`src/rtl/parking_lot_counter_if.sv`:
```
`default_nettype none
//------------------------------------------------------------------------------
// Module : parking_lot_counter_if
// Purpose: Bundles the sensor inputs and occupancy/display outputs of the
//          parking-lot counter.
// Signals: a, b          raw outer/inner photo-sensor (1 = beam blocked)
//          ones, tens    BCD occupancy digits
//          clear, full   lot empty / lot at capacity
//          car_in, car_out, blocked  one-cycle event pulses
// Modports: master = sensor/display side, slave = counter
// Revision: 1.0 - initial release
//------------------------------------------------------------------------------
interface parking_lot_counter_if;
   logic       a;
   logic       b;
   logic [3:0] ones;
   logic [3:0] tens;
   logic       clear;
   logic       full;
   logic       car_in;
   logic       car_out;
   logic       blocked;

   modport master (
      output a, b,
      input  ones, tens, clear, full, car_in, car_out, blocked
   );

   modport slave (
      input  a, b,
      output ones, tens, clear, full, car_in, car_out, blocked
   );
endinterface
`default_nettype wire

```
`src/rtl/parking_lot_counter.sv`:
```
`default_nettype none
//------------------------------------------------------------------------------
// Module : parking_lot_counter
// Purpose: Synchronizes two photo-sensors, decodes complete car entries and
//          exits with a direction FSM, and keeps a saturating BCD occupancy
//          count (0..MAX).
// Ports  : clk    system clock, rising edge
//          reset  asynchronous active-high reset
//          bus    parking_lot_counter_if.slave (a, b in; ones, tens, clear,
//                 full, car_in, car_out, blocked out)
// Params : MAX    lot capacity, 1..99
// Revision: 1.0 - initial release
//------------------------------------------------------------------------------
module parking_lot_counter #(
   parameter int MAX = 25
) (
   input logic                   clk,
   input logic                   reset,
   parking_lot_counter_if.slave  bus
);

   // Capacity split into BCD digits so saturation is a direct digit compare.
   localparam logic [3:0] c_max_ones = 4'(MAX % 10);
   localparam logic [3:0] c_max_tens = 4'(MAX / 10);

   typedef enum logic [2:0] {
      S_IDLE = 3'd0,
      S_ENT1 = 3'd1,
      S_ENT2 = 3'd2,
      S_ENT3 = 3'd3,
      S_EXT1 = 3'd4,
      S_EXT2 = 3'd5,
      S_EXT3 = 3'd6
   } t_state;

   logic       r_a_meta, r_a_s;
   logic       r_b_meta, r_b_s;
   t_state     r_state;
   logic [3:0] r_ones;
   logic [3:0] r_tens;
   logic       r_car_in;
   logic       r_car_out;
   logic       r_blocked;

   logic [1:0] w_ab;
   t_state     w_state_nxt;
   logic       w_entry;
   logic       w_exit;
   logic       w_at_max;
   logic       w_at_zero;

   // Two-flop synchronizers for the asynchronous sensor inputs.
   always_ff @(posedge clk or posedge reset) begin
      if (reset) begin
         r_a_meta <= 1'b0;
         r_a_s    <= 1'b0;
         r_b_meta <= 1'b0;
         r_b_s    <= 1'b0;
      end else begin
         r_a_meta <= bus.a;
         r_a_s    <= r_a_meta;
         r_b_meta <= bus.b;
         r_b_s    <= r_b_meta;
      end
   end

   assign w_ab = {r_a_s, r_b_s};

   // Direction decode. Any sensor pattern not legal for the current state
   // drops back to IDLE without producing an event.
   always_comb begin
      w_state_nxt = S_IDLE;
      w_entry     = 1'b0;
      w_exit      = 1'b0;
      case (r_state)
         S_IDLE: begin
            if (w_ab == 2'b10)      w_state_nxt = S_ENT1;
            else if (w_ab == 2'b01) w_state_nxt = S_EXT1;
            else                    w_state_nxt = S_IDLE;
         end
         S_ENT1: begin
            if (w_ab == 2'b10)      w_state_nxt = S_ENT1;
            else if (w_ab == 2'b11) w_state_nxt = S_ENT2;
         end
         S_ENT2: begin
            if (w_ab == 2'b11)      w_state_nxt = S_ENT2;
            else if (w_ab == 2'b01) w_state_nxt = S_ENT3;
            else if (w_ab == 2'b10) w_state_nxt = S_ENT1;
         end
         S_ENT3: begin
            if (w_ab == 2'b01)      w_state_nxt = S_ENT3;
            else if (w_ab == 2'b11) w_state_nxt = S_ENT2;
            else if (w_ab == 2'b00) w_entry     = 1'b1;
         end
         S_EXT1: begin
            if (w_ab == 2'b01)      w_state_nxt = S_EXT1;
            else if (w_ab == 2'b11) w_state_nxt = S_EXT2;
         end
         S_EXT2: begin
            if (w_ab == 2'b11)      w_state_nxt = S_EXT2;
            else if (w_ab == 2'b10) w_state_nxt = S_EXT3;
            else if (w_ab == 2'b01) w_state_nxt = S_EXT1;
         end
         S_EXT3: begin
            if (w_ab == 2'b10)      w_state_nxt = S_EXT3;
            else if (w_ab == 2'b11) w_state_nxt = S_EXT2;
            else if (w_ab == 2'b00) w_exit      = 1'b1;
         end
         default: w_state_nxt = S_IDLE;
      endcase
   end

   // The count never exceeds MAX, so equality is enough for saturation.
   assign w_at_max  = (r_tens == c_max_tens) && (r_ones == c_max_ones);
   assign w_at_zero = (r_tens == 4'd0) && (r_ones == 4'd0);

   // FSM state, BCD count and event pulses all update on the same edge.
   always_ff @(posedge clk or posedge reset) begin
      if (reset) begin
         r_state   <= S_IDLE;
         r_ones    <= 4'd0;
         r_tens    <= 4'd0;
         r_car_in  <= 1'b0;
         r_car_out <= 1'b0;
         r_blocked <= 1'b0;
      end else begin
         r_state   <= w_state_nxt;
         r_car_in  <= 1'b0;
         r_car_out <= 1'b0;
         r_blocked <= 1'b0;
         if (w_entry) begin
            if (!w_at_max) begin
               r_car_in <= 1'b1;
               if (r_ones == 4'd9) begin
                  r_ones <= 4'd0;
                  r_tens <= r_tens + 4'd1;
               end else begin
                  r_ones <= r_ones + 4'd1;
               end
            end else begin
               r_blocked <= 1'b1;
            end
         end else if (w_exit) begin
            if (!w_at_zero) begin
               r_car_out <= 1'b1;
               if (r_ones == 4'd0) begin
                  r_ones <= 4'd9;
                  r_tens <= r_tens - 4'd1;
               end else begin
                  r_ones <= r_ones - 4'd1;
               end
            end else begin
               r_blocked <= 1'b1;
            end
         end
      end
   end

   assign bus.ones    = r_ones;
   assign bus.tens    = r_tens;
   assign bus.clear   = w_at_zero;
   assign bus.full    = w_at_max;
   assign bus.car_in  = r_car_in;
   assign bus.car_out = r_car_out;
   assign bus.blocked = r_blocked;

endmodule
`default_nettype wire

```
`src/flat_wrapper.sv`:
```
// flat-port wrapper written by rule: the top's interface ports become plain ports
module parking_lot_counter_flat 
#(
   parameter int MAX = 25
)
  (clk, reset, bus_a, bus_b, bus_ones, bus_tens, bus_clear, bus_full, bus_car_in, bus_car_out, bus_blocked);
  parking_lot_counter_if bus_i ();
  input logic clk;
  input logic reset;
  input wire logic [$bits(bus_i.a)-1:0] bus_a;
  input wire logic [$bits(bus_i.b)-1:0] bus_b;
  output wire logic [$bits(bus_i.ones)-1:0] bus_ones;
  output wire logic [$bits(bus_i.tens)-1:0] bus_tens;
  output wire logic [$bits(bus_i.clear)-1:0] bus_clear;
  output wire logic [$bits(bus_i.full)-1:0] bus_full;
  output wire logic [$bits(bus_i.car_in)-1:0] bus_car_in;
  output wire logic [$bits(bus_i.car_out)-1:0] bus_car_out;
  output wire logic [$bits(bus_i.blocked)-1:0] bus_blocked;
  assign bus_i.a = bus_a;
  assign bus_i.b = bus_b;
  assign bus_ones = bus_i.ones;
  assign bus_tens = bus_i.tens;
  assign bus_clear = bus_i.clear;
  assign bus_full = bus_i.full;
  assign bus_car_in = bus_i.car_in;
  assign bus_car_out = bus_i.car_out;
  assign bus_blocked = bus_i.blocked;
  parking_lot_counter #(.MAX(MAX)) u_core (.clk(clk), .reset(reset), .bus(bus_i));
endmodule
```
`config.mk`:
```
export PLATFORM = sky130hd
export DESIGN_NAME = parking_lot_counter_flat
export DESIGN_NICKNAME = d
export VERILOG_FILES = /design/src/rtl/parking_lot_counter_if.sv /design/src/rtl/parking_lot_counter.sv /design/src/flat_wrapper.sv
export SDC_FILE = /design/constraint.sdc
export NUM_CORES = 1
export LEC_CHECK = 0
export BUFFER_PORTS_ARGS = -buffer_cell sky130_fd_sc_hd__buf_2
export CORE_ASPECT_RATIO = 0.7
export CORE_UTILIZATION = 51
export CTS_CLUSTER_DIAMETER = 50
export DETAILED_ROUTE_END_ITERATION = 8
export GPL_TIMING_DRIVEN = 0
export PLACE_DENSITY_LB_ADDON = 0.25
export SETUP_SLACK_MARGIN = 0.05
export SLEW_MARGIN = 5
export SYNTH_ARGS = -nofsm -noshare
export SYNTH_HDL_FRONTEND = slang
export SYNTH_SLANG_ARGS = --single-unit
export TNS_END_PERCENT = 30
```
`constraint.sdc`:
```
create_clock -name clk -period 4.95 [get_ports clk]
set_clock_uncertainty 0.2 [all_clocks]
set_input_delay 0.99 -clock clk [delete_from_list [all_inputs] [get_ports clk]]
set_output_delay 0.99 -clock clk [all_outputs]
set_load 0.1 [all_outputs]
```
Word level (Yosys, flattened, before mapping). Index checks and enable logic that the tools add are counted.

Flip-flop bits (word level): 18. Bits in latches: 0. Bits in writable memories: 0. ROM bits: 0. Output and inout port bits: 13. Word-level logic and storage cells: 80. Memories kept: 0.

Add/subtract/negate cells: 4. Multiply operators: 0. Divide/modulo/power cells: 0. Magnitude comparators: 0. Eq/ne operators: 15. Shifts and indexed selects: 0. Multiplexer cells: 41. Bitwise operators: 0. Reduce and logical (&&, ||, !) cells: 10.

Operators by type and width (count): two-way mux 4 bit (12); two-way mux 3 bit (10); one-hot mux 3 bit (7 select lines) (1); two-way mux 1 bit (16); == test 3 bit (second input constant) (3); adder 4 x 1 -> 4 bit (second input constant) (2); zero test 4 bit (2); subtractor 4 x 1 -> 4 bit (second input constant) (2); == test 3 x 2 -> 1 bit (second input constant) (2); AND reduction 5 bit (1); == test 2 bit (second input constant) (2); == test 4 x 2 -> 1 bit (second input constant) (1); == test 4 x 3 -> 1 bit (second input constant) (1); == test 4 bit (second input constant) (1); two-way mux 2 bit (2); != test 2 bit (second input constant) (2); nonzero test 2 bit (2); == test 3 x 1 -> 1 bit (second input constant) (1); zero test 3 bit (1); AND reduction 3 bit (1); == test 2 x 1 -> 1 bit (second input constant) (1); logical AND 1 bit (2); zero test 2 bit (1); != test 2 x 1 -> 1 bit (second input constant) (1).

Depth between registers and ports, before layout. Gate-level depths: netlist (run 1).

Depth in word-level cells: 7. Depth in mapped cells: 9. Gate-level depth less buffers: 9.

Worst setup path before layout (run 1). OpenSTA, ideal clock, no wires.

Kind: reg-to-output. Start: reg u_core.r_ones[3] (netlist: u_core.bus.ones[3]). End: out bus_full. Arrival time: 2866 ps. Required time: 3760 ps. Setup slack: 894 ps. Stages on the path, launching flop included: 3. Path buffers: 0. Cell sequence: dfrtp_1 > or4_1 > nor2_1.

Cells in the longest elaborated chain, start to end: 2.

RTL lines: start: declaration (line parking_lot_counter.sv:39) `logic [3:0] r_ones;`; start signal: assignment (line parking_lot_counter.sv:138) `r_ones <= r_ones + 4'd1;`; start signal: assignment (line parking_lot_counter.sv:150) `r_ones <= r_ones - 4'd1;`; == test 4 x 3 -> 1 bit (line parking_lot_counter.sv:114) `assign w_at_max = (r_tens == c_max_tens) && (r_ones == c_max_ones);`; logical AND 1 bit (line parking_lot_counter.sv:114); end: declaration (line flat_wrapper.sv:15) `output wire logic [$bits(bus_i.full)-1:0] bus_full;`.

No other way between the ends.

Worst setup path after layout (run 1). Ends and elaborated chain as after synthesis.

==> metrics, run 1 <==
Synth area leaders dfrtp_1 (40%), ha_1 (10%), o21ai_0 (4.0%); library cells used by synthesis 36; # nets final 147; Max Cap Viol 0; post-CTS setup buffers 0; Worst Path Required 3760 ps; number of global-route vias before repair 705; n_diodes 0; port bufs 16; Setup TNS 0 ps; final core occ 64.36%; Max Root-Sink Buffers 2; depth of the CTS H-tree 1; GPL Wtd Cong 0.8607; PD cells 628.1 nW/um2; global-route wire length before repair 3.312 mm; Placed Cells 151; RSZ-0062 raised after global routing false; Synth top cells by count dfrtp_1 (18), ha_1 (9), o21ai_0 (9); GRT Total Usage 19.43%; share of flip-flops with an asynchronous set or reset 100.0%; top-area cell type share of the netlist area 40.49%; Pre-antenna DRT Iters 6; Detail Route Antenna Nets 0; register bit total from synthesis 18; routed vias 884; Post-Synthesis Cells 113; Total Power 0.0007890 W; DIE WIDTH 57.82 um; outcome complete, but fails checks; Rel. slew slack 54.76%; post-synthesis instance area 1112 um2; GR Overflow Total 0; Hold Violations, Final 0; Worst setup SP type flip-flop; DRC violations left 1; Finish-stage setup viols 0; Pleak 0.6168 nW; via density per instance 5.703; Worst Setup Path Type flip-flop to primary output; Peak Freq 0.3028 GHz; Top FF cell, synth dfrtp_1; Die Y-Extent 41.08 um; Worst Setup End Kind primary output; share of cells above drive strength 1 22.56%; EDFF count, synth 0; Synth area leader dfrtp_1; worst slew pin tran 677.8 ps; CP Max Fanout 8; failing checks design-rule violations; post-cts sizing count 0; Core Footprint 1952 um2; CTS tree done; final HPWL from detailed placement 1.512 mm; Initial Util 56.99%; largest net degree at the start of global routing 19; dominant cell by count in the synthesized netlist dfrtp_1; WL/cell 13.11 um; initial antenna violation count 0; post-route insts no fill 155; yosys warns 0; Detailed Route WL 2.032 mm; row count 13; Max VDD drop 0.0003915 V; crit path DAT 2110 ps; Inserted Clock Buffers 3; IO Pins 17; Num Clock Sinks 18; CTS root buf clkbuf_4; Slew Limit Fails 0; clock latency on the worst-skew pair 290 ps; synth-to-layout area growth 12.94%; die footprint 2375 um2; Post-Syn Nets 126; Hold Path Class flip-flop to flip-flop; crit path time final 3303 ps; part of the cycle the worst path needs 66.72%; Avg Synthesized Cell Area 9.844 um2; register area share after synthesis 40.49%; clock-pin slew on the worst setup and hold paths 100 ps; Hold Buf Count CTS 0; initial drt markers 42
-- stage by stage --
step,cell area [um2],setup WS (ps),hold slack [ps]
final,1256,1647,158.2
after global routing,1256,1545,178.2
after floorplan,1112,894.1,131.2
after global placement,1220,1991,132.0
after detailed placement,1220,1974,138.6
after CTS,1256,1642,163.9
-- final timing paths --
path | from | to | slack (ps) | cells after the start
worst max-delay path | u_core.bus.ones[3] | bus_full | 1650 | 3
worst min-delay path | u_core.r_a_meta | u_core.r_a_s | 160 | 0
worst max register to register | u_core.r_b_s | u_core.bus.tens[2] | 2470 | 7
worst min register to register | u_core.r_a_meta | u_core.r_a_s | 160 | 0
max in group asynchronous | reset | u_core.bus.ones[0] | 3540 | 2
min in group asynchronous | reset | u_core.r_a_meta | 580 | 2
-- report_power, final --
group / switching [W] / internal [W]
clock: 0.0000434 / 0.0000448
combinational: 0.000354 / 0.000124
sequential: 0.0000412 / 0.000181
-- layer usage --
| layer | wire (um) | track usage [%] | vias up | share of wire, % |
|---|---|---|---|---|
| met4 | 0 | 5.357 | 0 | 0 |
| met5 | 0 | 0 | - | 0 |
| met1 | 1028 | 27.43 | 399 | 51 |
| met3 | 139 | 5.994 | 0 | 6.8 |
| met2 | 865 | 28.74 | 37 | 43 |
| li1 | - | - | 448 | - |
-- area by class of cell --
class                      count  area, um2
timing repair buffer          16      80.08
sequential                    18      450.4
buffer                         5      28.78
fill                         174      695.7
clock buffer                   4      36.28
tap                           22      27.53
inverter                       8      30.03
multi-input combinational     82      603.1
-- layout by cell type (no fill, tap or decap), types with 3 or more instances in the layout --
master    count
buf_2        18
dfrtp_1      18
o21ai_0       9
ha_1          9
inv_1         8
nand2_1       7
nor2_1        6
a21oi_1       5
xnor2_1       5
nor3_1        3
a211oi_1      3
mux2i_1       3
nand3_1       3
clkbuf_4      3
-- kinds of logic after synthesis --
logic type | after synthesis | share of synthesized area [%]
AOI/OAI and AO/OA | 28 | 16.76
xor gates and xnor gates | 7 | 5.512
adders and majority gates | 9 | 10.12
buffers and inverters | 13 | 5.287
DFF | 18 | 40.49
muxes | 5 | 4.724
and+or+nand+nor | 33 | 17.10
-- worst max-delay path: stages, from the launching register on --
cell and delay (ps):
dfrtp_1 490, or4_1 690, nor2_1 190, buf_2 450
Note: power is estimated with default switching activity, not from simulation.
==> run 2, diff against run 1 <==
==> constraint.sdc (replaced) <==
create_clock -name clk -period 3.1 [get_ports clk]
set_clock_uncertainty 0.2 [all_clocks]
set_input_delay 0.62 -clock clk [delete_from_list [all_inputs] [get_ports clk]]
set_output_delay 0.62 -clock clk [all_outputs]
set_load 0.1 [all_outputs]
==> metrics, run 2 (synthesis gave the netlist of run 1 again) <==
Setup crit end bus_full; crit path launch u_core.bus.ones[3]; Hold Buf Count CTS 0 (unchanged); Num Clock Sinks 18 (unchanged); CTS tree done; Max Cap Viol 0 (unchanged); CP Max Fanout 8 (unchanged); clock latency on the worst-skew pair 290 ps (about the same); Rel. slew slack 54.03% (-0.73 points); Worst Reg-to-Reg Cells 7 (unchanged); Peak Freq 0.3422 GHz; post-CTS setup buffers 0 (unchanged); Max Root-Sink Buffers 2 (unchanged); Detailed Route WL 2.116 mm (+4.1%); GR Overflow Total 0 (unchanged); met1 Resource Use GR 27.22% (-0.21 points); Core Footprint 1952 um2 (unchanged); DRC violations left 1 (unchanged); initial antenna violation count 0 (unchanged); clock-pin slew on the worst setup and hold paths 100 ps (about the same); final core occ 63.91% (-0.45 points); FF-to-FF Start u_core.r_b_s; RSZ-0062 raised after global routing false; M2 GR Usage 29.31% (+0.57 points); Reg2Reg Capture Point u_core.bus.tens[2]; Worst Setup Path Type flip-flop to primary output; part of the cycle the worst path needs 94.27%; Finish-stage setup viols 0 (unchanged); Hold Path Class flip-flop to flip-flop; Hold Violations, Final 0 (unchanged); # nets final 147 (unchanged); post-cts sizing count 0 (unchanged); IO Pins 17 (unchanged); share of cells above drive strength 1 23.48% (+0.93 points); number of global-route vias before repair 701 (-0.57%); PD cells 999.5 nW/um2 (+59%); Pleak 0.6093 nW (-1.2%); Die Y-Extent 41.08 um (unchanged); outcome complete, but fails checks; GRT Total Usage 19.52% (+0.087 points); port bufs 16 (unchanged); worst hold margin 155.6 ps (-2.581 ps); Pre-antenna DRT Iters 6 (unchanged); Worst Path Required 2280 ps (-1480 ps); row count 13 (unchanged); r2r setup slk 620 ps (-1850 ps); GR peak layer met2; Worst Setup End Kind primary output; crit path DAT 2100 ps (about the same); failing checks design-rule violations; Initial Util 56.99% (unchanged); Placed Cells 151 (unchanged); routed vias 885 (+0.11%); crit path time final 2922 ps; CTS root buf clkbuf_4; most frequent cells in the layout buf_2 (18), dfrtp_1 (18), o21ai_0 (9), ha_1 (9), inv_1 (8); worst slew pin tran 688.8 ps (+10.99 ps); depth of the CTS H-tree 1 (unchanged); global-route wire length before repair 3.332 mm (+0.60%); largest net degree at the start of global routing 19 (unchanged); WL/cell 13.74 um (+4.8%); post-route insts no fill 154 (-0.65%); GPL Wtd Cong 0.8700 (+1.1%); Max VDD drop 0.0006459 V (+65%); final HPWL from detailed placement 1.573 mm (+4.0%); synth-to-layout area growth 12.15%; GR Util met3 6.940% (+0.95 points); n_diodes 0 (unchanged); DIE WIDTH 57.82 um (unchanged); pre-CTS setup slack 497.2 ps (-1477 ps); initial drt markers 26 (-38%); setup ws final 177.8 ps (-1469 ps); Setup TNS 0 ps (unchanged); die footprint 2375 um2 (unchanged); Inserted Clock Buffers 3 (unchanged); Detail Route Antenna Nets 0 (unchanged); via density per instance 5.747 (+0.76%); Worst setup SP type flip-flop; Slew Limit Fails 0 (unchanged)
[run 2: cell types whose count changed in the layout (fill, tap and decap cells not counted)]
cell and delta:
nor2_1 -2, nor2_2 +2, clkbuf_8 -1
[run 2: area by class of cell]
class	instances	area, um2
inverters	8	30.03
repair buffers	16	80.08
plain buffers	5	28.78
well taps	22	27.53
clock buffers	3	22.52
fillers	175	704.4
multi-input cells	82	608.1
flip-flops and latches	18	450.4
[run 2: where the power goes]
group | internal [W] | leakage, nW | switching (W) | total [W]
clock network | 0.0000452 | 0.0138 | 0.0000698 | 0.000115
registers | 0.000289 | 0.234 | 0.0000660 | 0.000355
logic | 0.000201 | 0.361 | 0.000575 | 0.000777
[run 2: worst min path at each step]
stage,cells past startpoint,from,slack [ps],to
after global placement,0,u_core.r_b_meta,130,u_core.r_b_s
after global routing,0,u_core.r_a_meta,170,u_core.r_a_s
after floorplan,0,u_core.r_a_meta,130,u_core.r_a_s
after CTS,0,u_core.r_a_meta,160,u_core.r_a_s
after detailed placement,0,u_core.r_a_meta,140,u_core.r_a_s
final,0,u_core.r_a_meta,160,u_core.r_a_s
[run 2: layer usage]
layer  vias to the layer above  wire [um]
li1                        444          -
met1                       405       1030
met2                        34        918
met3                         2        157
met4                         0         10
met5                         -          0
[run 2: metrics by stage]
stage / power (W) / instance area [um2]
finish: 0.001247 / 1247
global route: 0.001321 / 1247
global placement: 0.001114 / 1225
detailed placement: 0.001133 / 1225
floorplan: 0.001009 / 1117
CTS: 0.001251 / 1247
[run 2: critical path: stages, from the launching register on]
cell,delay [ps]
dfrtp_1,490
or4_1,700
nor2_2,180
buf_2,440
